## config.mk

```make
export PLATFORM = sky130hd
export DESIGN_NAME = exc_tracker_flat
export DESIGN_NICKNAME = d
export VERILOG_FILES = /design/src/rtl/exc_tracker_pkg.sv /design/src/rtl/exc_tracker_if.sv /design/src/rtl/exc_tracker_stage_reg.sv /design/src/rtl/exc_tracker.sv /design/src/flat_wrapper.sv
export SDC_FILE = /design/constraint.sdc
export NUM_CORES = 1
export LEC_CHECK = 0
export ABC_CLOCK_PERIOD_IN_PS = 3030
export CAP_MARGIN = 10
export CORE_MARGIN = 2
export CORE_UTILIZATION = 46
export DETAILED_ROUTE_END_ITERATION = 10
export GPL_TIMING_DRIVEN = 0
export PLACE_DENSITY_LB_ADDON = 0.3
export SYNTH_ARGS = -nofsm -noshare
export SYNTH_HDL_FRONTEND = slang
export SYNTH_SLANG_ARGS = --single-unit
```

## constraint.sdc

```tcl
create_clock -name clk -period 3.03 [get_ports clk]
set_clock_uncertainty 0.05 [all_clocks]
set_input_delay 0.7575 -clock clk [delete_from_list [all_inputs] [get_ports clk]]
set_output_delay 0.7575 -clock clk [all_outputs]
set_load 0.005 [all_outputs]
```

## src/rtl/exc_tracker_pkg.sv

```systemverilog
// Shared definitions for the exception tracker: exception codes, address
// defaults, the per-stage pipeline record and the code-merge rule.
package exc_tracker_pkg;

  localparam logic [4:0] EXC_INT  = 5'd0;
  localparam logic [4:0] EXC_ADEL = 5'd4;
  localparam logic [4:0] EXC_ADES = 5'd5;
  localparam logic [4:0] EXC_SYS  = 5'd8;
  localparam logic [4:0] EXC_RI   = 5'd10;
  localparam logic [4:0] EXC_OV   = 5'd12;

  localparam logic [31:0] HANDLER_ADDR_DEF = 32'h0000_4180;
  localparam logic [31:0] TEXT_LO_DEF      = 32'h0000_3000;
  localparam logic [31:0] TEXT_HI_DEF      = 32'h0000_6ffc;

  typedef struct packed {
    logic        valid;
    logic [4:0]  code;
    logic [31:0] pc;
  } stage_t;

  localparam stage_t STAGE_EMPTY = '{valid: 1'b0, code: 5'd0, pc: 32'd0};

  typedef enum logic {
    ST_IDLE    = 1'b0,
    ST_HANDLER = 1'b1
  } hstate_t;

  // The oldest detected exception wins; a stage's own code only fills a gap.
  function automatic logic [4:0] merge_code(input logic [4:0] carried,
                                            input logic [4:0] own);
    return (carried != EXC_INT) ? carried : own;
  endfunction

endpackage

```

## src/rtl/exc_tracker_if.sv

```systemverilog
// Datapath/CP0-facing signal bundle of the exception tracker.
interface exc_tracker_if;
  logic        stall;
  logic [31:0] pc_f;
  logic [4:0]  exc_d;
  logic [4:0]  exc_e;
  logic [4:0]  exc_m;
  logic        eret_d;
  logic        req;
  logic [31:0] epc;
  logic [4:0]  exc_code_m;
  logic [31:0] vpc_m;
  logic        flush_all;
  logic        flush_fd;
  logic        redirect;
  logic [31:0] redirect_pc;
  logic        in_handler;

  modport master (
    output stall, pc_f, exc_d, exc_e, exc_m, eret_d, req, epc,
    input  exc_code_m, vpc_m, flush_all, flush_fd, redirect, redirect_pc, in_handler
  );

  modport slave (
    input  stall, pc_f, exc_d, exc_e, exc_m, eret_d, req, epc,
    output exc_code_m, vpc_m, flush_all, flush_fd, redirect, redirect_pc, in_handler
  );
endinterface

```

## src/rtl/exc_tracker_stage_reg.sv

```systemverilog
// One pipeline register carrying {valid, code, pc}; priority is
// clear > hold > bubble > load-with-merge.
module exc_stage_reg
  import exc_tracker_pkg::*;
(
  input  logic       clk,
  input  logic       reset,
  input  logic       clear_i,
  input  logic       hold_i,
  input  logic       bubble_i,
  input  stage_t     in_i,
  input  logic [4:0] det_i,
  output stage_t     out_o
);

  stage_t rec_q;
  stage_t rec_d;

  // Next-record selection; an invalid upstream slot never picks up a code.
  always_comb begin
    rec_d = rec_q;
    if (clear_i) begin
      rec_d = STAGE_EMPTY;
    end else if (hold_i) begin
      rec_d = rec_q;
    end else if (bubble_i) begin
      rec_d = STAGE_EMPTY;
    end else if (in_i.valid) begin
      rec_d.valid = 1'b1;
      rec_d.code  = merge_code(in_i.code, det_i);
      rec_d.pc    = in_i.pc;
    end else begin
      rec_d = STAGE_EMPTY;
    end
  end

  // Record register.
  always_ff @(posedge clk) begin
    if (reset) begin
      rec_q <= STAGE_EMPTY;
    end else begin
      rec_q <= rec_d;
    end
  end

  assign out_o = rec_q;

endmodule

```

## src/rtl/exc_tracker.sv

```systemverilog
// Exception tracker: fetch-address check, per-stage code carry to M, and
// flush/redirect generation for exception entry and eret.
module exc_tracker
  import exc_tracker_pkg::*;
#(
  parameter logic [31:0] HANDLER_ADDR = HANDLER_ADDR_DEF,
  parameter logic [31:0] TEXT_LO      = TEXT_LO_DEF,
  parameter logic [31:0] TEXT_HI      = TEXT_HI_DEF
) (
  input logic         clk,
  input logic         reset,
  exc_tracker_if.slave bus
);

  logic [4:0] exc_f_s;
  logic       eret_act_s;
  stage_t     fd_in_s;
  stage_t     fd_q;
  stage_t     de_q;
  stage_t     em_q;
  hstate_t    state_q;
  hstate_t    state_d;

  // Fetch address check: misaligned or outside the text segment is AdEL.
  always_comb begin
    exc_f_s = EXC_INT;
    if ((bus.pc_f[1:0] != 2'b00) || (bus.pc_f < TEXT_LO) || (bus.pc_f > TEXT_HI)) begin
      exc_f_s = EXC_ADEL;
    end else begin
      exc_f_s = EXC_INT;
    end
  end

  // eret only takes effect when it is not stalled and not overridden by req.
  assign eret_act_s = bus.eret_d & ~bus.stall & ~bus.req;
  assign fd_in_s    = '{valid: 1'b1, code: EXC_INT, pc: bus.pc_f};

  exc_stage_reg u_fd (
    .clk      (clk),
    .reset    (reset),
    .clear_i  (bus.req | eret_act_s),
    .hold_i   (bus.stall),
    .bubble_i (1'b0),
    .in_i     (fd_in_s),
    .det_i    (exc_f_s),
    .out_o    (fd_q)
  );

  exc_stage_reg u_de (
    .clk      (clk),
    .reset    (reset),
    .clear_i  (bus.req),
    .hold_i   (1'b0),
    .bubble_i (bus.stall),
    .in_i     (fd_q),
    .det_i    (bus.exc_d),
    .out_o    (de_q)
  );

  exc_stage_reg u_em (
    .clk      (clk),
    .reset    (reset),
    .clear_i  (bus.req),
    .hold_i   (1'b0),
    .bubble_i (1'b0),
    .in_i     (de_q),
    .det_i    (bus.exc_e),
    .out_o    (em_q)
  );

  // Handler-state register.
  always_ff @(posedge clk) begin
    if (reset) begin
      state_q <= ST_IDLE;
    end else begin
      state_q <= state_d;
    end
  end

  // Handler-state transitions; a req inside the handler keeps it there.
  always_comb begin
    state_d = state_q;
    case (state_q)
      ST_IDLE: begin
        if (bus.req) state_d = ST_HANDLER;
        else         state_d = ST_IDLE;
      end
      ST_HANDLER: begin
        if (bus.req)         state_d = ST_HANDLER;
        else if (eret_act_s) state_d = ST_IDLE;
        else                 state_d = ST_HANDLER;
      end
      default: state_d = ST_IDLE;
    endcase
  end

  assign bus.exc_code_m  = em_q.valid ? merge_code(em_q.code, bus.exc_m) : EXC_INT;
  assign bus.vpc_m       = em_q.pc;
  assign bus.flush_all   = bus.req;
  assign bus.flush_fd    = eret_act_s;
  assign bus.redirect    = bus.req | eret_act_s;
  assign bus.redirect_pc = bus.req ? HANDLER_ADDR : (eret_act_s ? bus.epc : 32'd0);
  assign bus.in_handler  = (state_q == ST_HANDLER);

endmodule
```

## src/flat_wrapper.sv

```systemverilog
// flat-port wrapper written by rule: the top's interface ports become plain ports
module exc_tracker_flat import exc_tracker_pkg::*;
#(
  parameter logic [31:0] HANDLER_ADDR = HANDLER_ADDR_DEF,
  parameter logic [31:0] TEXT_LO      = TEXT_LO_DEF,
  parameter logic [31:0] TEXT_HI      = TEXT_HI_DEF
)
  (clk, reset, bus_stall, bus_pc_f, bus_exc_d, bus_exc_e, bus_exc_m, bus_eret_d, bus_req, bus_epc, bus_exc_code_m, bus_vpc_m, bus_flush_all, bus_flush_fd, bus_redirect, bus_redirect_pc, bus_in_handler);
  exc_tracker_if bus_i ();
  input logic clk;
  input logic reset;
  input wire logic [$bits(bus_i.stall)-1:0] bus_stall;
  input wire logic [$bits(bus_i.pc_f)-1:0] bus_pc_f;
  input wire logic [$bits(bus_i.exc_d)-1:0] bus_exc_d;
  input wire logic [$bits(bus_i.exc_e)-1:0] bus_exc_e;
  input wire logic [$bits(bus_i.exc_m)-1:0] bus_exc_m;
  input wire logic [$bits(bus_i.eret_d)-1:0] bus_eret_d;
  input wire logic [$bits(bus_i.req)-1:0] bus_req;
  input wire logic [$bits(bus_i.epc)-1:0] bus_epc;
  output wire logic [$bits(bus_i.exc_code_m)-1:0] bus_exc_code_m;
  output wire logic [$bits(bus_i.vpc_m)-1:0] bus_vpc_m;
  output wire logic [$bits(bus_i.flush_all)-1:0] bus_flush_all;
  output wire logic [$bits(bus_i.flush_fd)-1:0] bus_flush_fd;
  output wire logic [$bits(bus_i.redirect)-1:0] bus_redirect;
  output wire logic [$bits(bus_i.redirect_pc)-1:0] bus_redirect_pc;
  output wire logic [$bits(bus_i.in_handler)-1:0] bus_in_handler;
  assign bus_i.stall = bus_stall;
  assign bus_i.pc_f = bus_pc_f;
  assign bus_i.exc_d = bus_exc_d;
  assign bus_i.exc_e = bus_exc_e;
  assign bus_i.exc_m = bus_exc_m;
  assign bus_i.eret_d = bus_eret_d;
  assign bus_i.req = bus_req;
  assign bus_i.epc = bus_epc;
  assign bus_exc_code_m = bus_i.exc_code_m;
  assign bus_vpc_m = bus_i.vpc_m;
  assign bus_flush_all = bus_i.flush_all;
  assign bus_flush_fd = bus_i.flush_fd;
  assign bus_redirect = bus_i.redirect;
  assign bus_redirect_pc = bus_i.redirect_pc;
  assign bus_in_handler = bus_i.in_handler;
  exc_tracker #(.HANDLER_ADDR(HANDLER_ADDR), .TEXT_LO(TEXT_LO), .TEXT_HI(TEXT_HI)) u_core (.clk(clk), .reset(reset), .bus(bus_i));
endmodule
```

# After elaboration in Yosys (flattened, before gate mapping)
# Index checks and enable logic that the tools add are counted.
# op_classes
magnitude_cmp,2
mux,13
bitwise,8
n_reduce_logical,11
# ops
cell,n
2-to-1 mux 38 bit,2
2-to-1 mux 32 bit,2
"greater-than comparator 32 x 15 -> 1 bit, second input constant",1
"less-than comparator 32 x 14 -> 1 bit, second input constant",1
2-to-1 mux 5 bit,4
nonzero test 5 bit,3
OR reduction 3 bit,2
NOT 1 bit,5
OR reduction 2 bit,2
OR reduction 4 bit,1
2-to-1 mux 1 bit,3
2-to-1 mux 3 bit,1
bitwise AND 1 bit,2
logical OR 1 bit,2
case mux 1 bit (2 select lines),1
nonzero test 2 bit,1
bitwise OR 1 bit,1
# totals
ff_bits,115
out_inout_bits,73
wordCells,44

# Logic depth before layout (Yosys ltp)
# Gate-level depths: netlist of the first run.
# depth
word_depth,6
depth_mapped,5

# By module
# From an unflattened synthesis of the first run, not the netlist that was laid out.
# hier_totals
hier_cells,487
hier_area_um2,5029.8
# by_module_without_submodules
mod,instances,cells_each,area_each_um2,seq_area_each_um2
exc_stage_reg,3,141,1535.2,760.7
exc_tracker,1,64,424.2,20.0

# Worst setup path before layout of the first run
# Ideal clock, no wire load.
# synth_timing
path_kind,in2out
start,in bus_stall
end,out bus_redirect_pc[0]
t_arrival_ps,1511
path_slack_ps,712
path_stages,5
path_cell_list,buf_6 -> nand2b_4 -> nor2_1 -> clkbuf_1 -> and2_1
# synth_between
elab_chain_cells,5
# synth_lines
element,line_no,rtl
"start, declared",flat_wrapper.sv:12,input wire logic [$bits(bus_i.stall)-1:0] bus_stall;
NOT 1 bit,exc_tracker.sv:35,assign eret_act_s = bus.eret_d & ~bus.stall & ~bus.req;
bitwise AND 1 bit (2 in series),exc_tracker.sv:35,
2-to-1 mux 32 bit (2 in series),exc_tracker.sv:102,assign bus.redirect_pc = bus.req ? HANDLER_ADDR : (eret_act_s ? bus.epc : 32'd0);
"end, declared",flat_wrapper.sv:25,output wire logic [$bits(bus_i.redirect_pc)-1:0] bus_redirect_pc;
# Every way passes these cells.

# Worst setup path after layout of the first run
# layout_timing
start,in bus_stall
end,out bus_redirect_pc[30]
# The elaborated chain is that of the path after synthesis.

==> results of run 1 <==
[logic make-up (layout without fill, tap and decap cells)]
family          after synthesis  after routing
xor+xnor                      1              1
flops                       111            111
compound gates               17             17
simple gates                162            162
buf+inv                      55            229
mux                          32             32
[path summary, 6_finish.rpt]
path,cells after the start,slack [ns],endpoint,startpoint
max,7,0.03,bus_redirect_pc[30],bus_stall
min,1,0.41,u_core.u_de.out_o[22],u_core.u_fd.out_o[22]
max reg2reg,3,1.75,u_core.u_de.out_o[34],u_core.u_fd.out_o[37]
min reg2reg,1,0.41,u_core.u_de.out_o[22],u_core.u_fd.out_o[22]
[flip-flops by register name, indices dropped and copies added (netlist names)]
| signal | flops |
|---|---|
| u_core.bus.in_handler | 1 |
| u_core.u_de.out_o | 38 |
| u_core.u_em.out_o | 38 |
| u_core.u_fd.out_o | 34 |
[routing by layer]
metal  GRT usage (%)  wire, um
met2            36.7      4650
met1            19.6      3260
met3            5.97       801
met4            9.15       225
met5               0         0
[synth_stat cells]
| cell type | count |
|---|---|
| clkbuf_1 | 8 |
| or4_1 | 2 |
| and3_1 | 33 |
| buf_4 | 33 |
| nor4_1 | 3 |
| nor3_1 | 2 |
| and2b_1 | 1 |
| and2_1 | 65 |
| buf_6 | 1 |
| xnor2_1 | 1 |
| nor2_1 | 43 |
| nand2_1 | 2 |
| nand2b_1 | 1 |
| buf_2 | 10 |
| a21o_1 | 3 |
| inv_1 | 2 |
| a311oi_1 | 1 |
| o21a_1 | 1 |
| nand2b_4 | 1 |
| nor2b_1 | 7 |
| a21oi_1 | 2 |
| mux2i_1 | 32 |
| clkbuf_2 | 1 |
| a31oi_1 | 10 |
| nor4b_4 | 1 |
| dfxtp_1 | 111 |
| nand2_2 | 1 |
[stage by stage]
stage	area [um^2]	worst slack [ns]	TNS, ns	util (%)
floorplan	3940	0.712	0	-
global placement	5620	-0.541	-14.70	68.1
detailed placement	5620	-0.572	-15.24	68.1
CTS	5890	-0.0144	-0.0530	71.3
global route	5920	-0.0388	-0.190	71.7
finish	5920	0.0321	0	71.7
[cells in the final DEF, fill, tap and decap left out, drive strengths merged, types with 12 or more instances in the layout]
cell,instances
and2,65
clkdlybuf4s50,130
dfxtp,111
clkbuf,20
nor2,43
mux2i,32
dlymetal6s2s,12
buf,48
and3,33
dlygate4sd2,12
[cell type report]
cell class | instances | area [um^2] | share of cell area (%)
flip-flops and latches | 111 | 2220 | 37.5
clock inverters | 4 | 77.6 | 1.31
clock buffers | 11 | 141 | 2.39
well taps | 105 | 131 | 2.22
multi-input cells | 212 | 1380 | 23.2
repair buffers | 159 | 1600 | 27.0
plain buffers | 53 | 370 | 6.25
inverters | 2 | 7.51 | 0.127
[report_power, final]
| group | internal, uW | switching (uW) |
|---|---|---|
| clock | 489 | 464 |
| sequential | 1470 | 6.71 |
| combinational | 161 | 88.0 |
| total | 2120 | 559 |
[what timing repair did]
item,in CTS,in global routing
gates resized for setup,25,13
buffers inserted,2,1
endpoints found under the setup margin,33,18
cloned,1,0
==> results.toml, run 1 <==
[logic_synthesis]
synth_top_area_share_pct = 56.4
synth-compound-area-share_pct = 2.83
syn_nets = 462
synth_fa_ha_area_share_pct = 0
ys_warn_count = 0
synth_area_um2 = 3940
synth_cell_types = 27
synth_top_area_cell = "dfxtp_1"
synth_xor_area_share_pct = 0.222
syn_avg_cell_area_um2 = 10.4
synthSimpleGateAreaFrac_pct = 23.5
syn_inst = 378
synth_seq_area_share_pct = 56.4
synth-seq-cells = 111
synth_top_family_by_area = "simple AND/OR/NAND/NOR gates"
synthMuxAreaShare_pct = 8.13
ys_top_cells_by_area = "dfxtp_1, and2_1, mux2i_1"

[floorplan]
ios = 157
num_rows = 33
die_h_um = 96.6
initial_utilization_pct = 47.7
die_width_um = 96.6
die-area_um2 = 9320
coreArea_um2 = 8260

[clock_tree]
cts_buffers = 9
cts_sinks = 111
ctsLongestPathBuffers = 2
postCtsHoldBufs = 0
path_clk_slew_ns = 0.10
htreeDepth = 3
cts_tree = "done"
root_buffer = "clkbuf_8"
clk_latency_ns = 0.36

[global_route]
grt.overflow.total = 0
antenna_found_initial = 0
grt_pass1_wl_um = 13600
grt_start_max_net_pins = 18
grt_use_total_pct = 19.6
grt_pass1_vias = 3037

[critical_path]
slowest_stage = "clkdlybuf4s50_1"
worstSetupEndpointType = "output port"
startpoint_type = "primary input"
cp_max_fo = 6
crit_chain = "clkdlybuf4s15_2 -> buf_6 -> nand2b_4 -> nor2_4 -> clkbuf_8 -> and2_1 -> clkdlybuf4s50_1"
crit_type = "primary input to output port"
slowest_delay_ns = 0.50
cp.required_ns = 2.22
crit_arrival_ns = 2.19
crit_buf_inv = 4
critical-path-top-delay-family = "buffers and inverters"

[placement]
dp_hpwl_um = 6830
gp_congestion = 0.766
dp.cells = 638
place.port_buffers = 155

[routing]
drtAntennaViolNets = 0
first_pass_iters = 5
viasPerCell = 4.73
drc_errors = 0
wl_um = 8940
drt_iter0_drc = 58
routedWlPerCell_um = 13.6
route.vias.total = 3107

[power_and_ir_drop]
power_uw = 2680
vdd_drop_max_v = 0.000218
p_leak_uw = 0.00285
power_density_nw_per_um2 = 453

[layout]
area_delta_synth_final_pct = 50.3
finish.net_count = 632
drive_gt1_share_pct = 12.7
fillers = 613
num_antenna_cells = 0
instances_no_fill = 657

[sta]
whs_ns = 0.408
tightest_slew_ns = 0.579
slew_headroom_pct = 61.2
rsz0062_at_grt = "yes"
hold_viol = 0
setup_viol = 0
min_period_ns = 3.00
max_freq_ghz = 0.334
finalCritPeriodShare_pct = 98.9
drv_slew = 0

[min_path]
hold_class = "register to register"

[outcome]
status = "completed"

[job]
drv_cap = 0
Note: power is estimated with default switching activity, not from simulation.
==> inputs of run 2 (changes only) <==
- CORE_MARGIN: 2 -> unset
- PLACE_DENSITY: unset -> 0.94
- PLACE_DENSITY_LB_ADDON: 0.3 -> unset
==> run 2 against run 1 <==
  * Utilization decreased by 0.74 points
  * Combinational power about the same
  * Critical path depth unchanged
  * Non-clock buffer count decreased by 1
  * Worst hold slack got worse by 0.0016 ns
  * Die area decreased by 4.1%
  * First-iteration DRC count increased by 29%
  * Setup slack improved by 0.021 ns
  * Total power decreased by 3.0%
  * Register-to-register slack got worse by 0.04 ns
  * Wire length increased by 4.0%
==> results.toml, run 2 (same netlist as run 1, synthesis figures left out) <==
[routing]
first_pass_iters = 4
wl_um = 9290
route.vias.total = 3059
drt_iter0_drc = 75
drc_errors = 0
viasPerCell = 4.66
drtAntennaViolNets = 0
routedWlPerCell_um = 14.1

[critical_path]
r2r_start = "u_core.u_fd.out_o[37]"
startpoint_type = "primary input"
reg2regPathDepth = 3
crit_chain = "buf_2 -> buf_6 -> nand2b_4 -> nor2_4 -> buf_4 -> and2_1 -> clkdlybuf4s50_1"
crit_buf_inv = 4
crit_arrival_ns = 2.17
critical-path-top-delay-family = "buffers and inverters"
worstSetupEndpointType = "output port"
worst_r2r_endpoint = "u_core.u_de.out_o[34]"
ff2ff_setup_slack_ns = 1.71
cp_max_fo = 10
slowest_delay_ns = 0.50
slowest_stage = "clkdlybuf4s50_1"
cp.required_ns = 2.22
crit_type = "primary input to output port"

[layout]
finish.net_count = 631
num_antenna_cells = 0
area_delta_synth_final_pct = 48.7
final_common_cell = "clkdlybuf4s50_1"
final_area_um2 = 5860
drive_gt1_share_pct = 12.7
final_cell_mix = "clkdlybuf4s50_1, dfxtp_1, and2_1, nor2_1, buf_4"
fillers = 592

[clock_tree]
cts_tree = "done"
postCtsHoldBufs = 0
htreeDepth = 3
root_buffer = "clkbuf_8"
clk_latency_ns = 0.37
path_clk_slew_ns = 0.10
ctsLongestPathBuffers = 2
cts_buffers = 9
cts_sinks = 111

[placement]
place.port_buffers = 155
gp_congestion = 0.814
dp_hpwl_um = 7170
place_area_um2 = 5620

[min_path]
min_from = "u_core.u_de.out_o[13]"
hold_depth = 1
hold_class = "register to register"
min_to = "u_core.u_em.out_o[13]"

[sta]
rsz0062_at_grt = "yes"
hold_viol = 0
finalCritPeriodShare_pct = 98.2
tns_ns = 0
drv_slew = 0
whs_ns = 0.407
slew_headroom_pct = 60.4
max_freq_ghz = 0.336
min_period_ns = 2.98
setup_viol = 0
tightest_slew_ns = 0.592

[global_route]
grt_util_met3_pct = 5.88
grt.overflow.total = 0
grtUsageMet2_pct = 42.3
grt_start_max_net_pins = 19
grt_pass1_wl_um = 14300
antenna_found_initial = 0
grt_use_total_pct = 21.3
gr-max-usage-layer = "met2"
grt_pass1_vias = 3096
grtUsageMet1_pct = 21.6

[floorplan]
ios = 157
die-area_um2 = 8940
die_width_um = 94.6
initial_utilization_pct = 47.7
die_h_um = 94.6
coreArea_um2 = 8260
num_rows = 33

[power_and_ir_drop]
vdd_drop_max_v = 0.000249
p_leak_uw = 0.00258
power_density_nw_per_um2 = 444

[job]
drv_cap = 0

[outcome]
status = "completed"
[run 2: worst register-to-register path, stage by stage, from the launching register on]
cell and delay, ns:
dfxtp_1 0.37, nor4b_4 0.41, buf_2 0.27, o21a_1 0.17
[run 2: per-layer routing]
layer  vias to the layer above  part of all wire, %
met4                         0                 0.85
li1                       1545                    -
met3                         7                  6.6
met2                       123                   55
met1                      1384                   37
met5                         -                    0
[run 2: area by class of cell]
cell class	instances	area (um^2)	share of cell area [%]
Tap cell	105	131	2.24
Inverter	2	7.51	0.128
Buffer	53	367	6.25
Multi-Input combinational cell	212	1380	23.5
Timing Repair Buffer	158	1560	26.7
Sequential cell	111	2220	37.9
Clock buffer	10	128	2.18
Clock inverter	6	68.8	1.17
[run 2: timing repair]
action	in CTS	in global routing
resized for setup	17	2
setup buffers	1	0
gates cloned	2	0
setup endpoints to repair	34	9
pin swaps	0	0
[run 2: stage by stage]
| stage | total power [uW] | setup WS (ns) | instances | utilization, % |
|---|---|---|---|---|
| 2_1_floorplan | 1590 | 0.712 | 378 | - |
| 3_3_place_gp | 1750 | -0.574 | 638 | 68.1 |
| 3_5_place_dp | 1760 | -0.621 | 638 | 68.1 |
| 4_1_cts | 2610 | 0.00858 | 657 | 71.0 |
| 5_1_grt | 2700 | -0.00615 | 657 | 71.0 |
| 6_report | 2600 | 0.0532 | 657 | 71.0 |
[run 2: how the worst max path moves through the flow]
| stage | depth (start not counted) | endpoint | start | slack (ns) |
|---|---|---|---|---|
| 6_report | 7 | bus_redirect_pc[20] | bus_stall | 0.05 |
| 4_1_cts | 7 | bus_redirect_pc[20] | bus_stall | 0.009 |
| 3_5_place_dp | 7 | bus_redirect_pc[0] | bus_stall | -0.62 |
| 2_1_floorplan | 5 | bus_redirect_pc[0] | bus_stall | 0.71 |
| 5_1_grt | 7 | bus_redirect_pc[20] | bus_stall | -0.006 |
| 3_3_place_gp | 7 | bus_redirect_pc[0] | bus_stall | -0.57 |
[run 2: power breakdown]
part | leakage, uW | switching (uW) | internal, uW
Combinational | 0.00159 | 87.8 | 163
Clock | 0.0000904 | 483 | 387
Sequential | 0.000897 | 7.74 | 1470
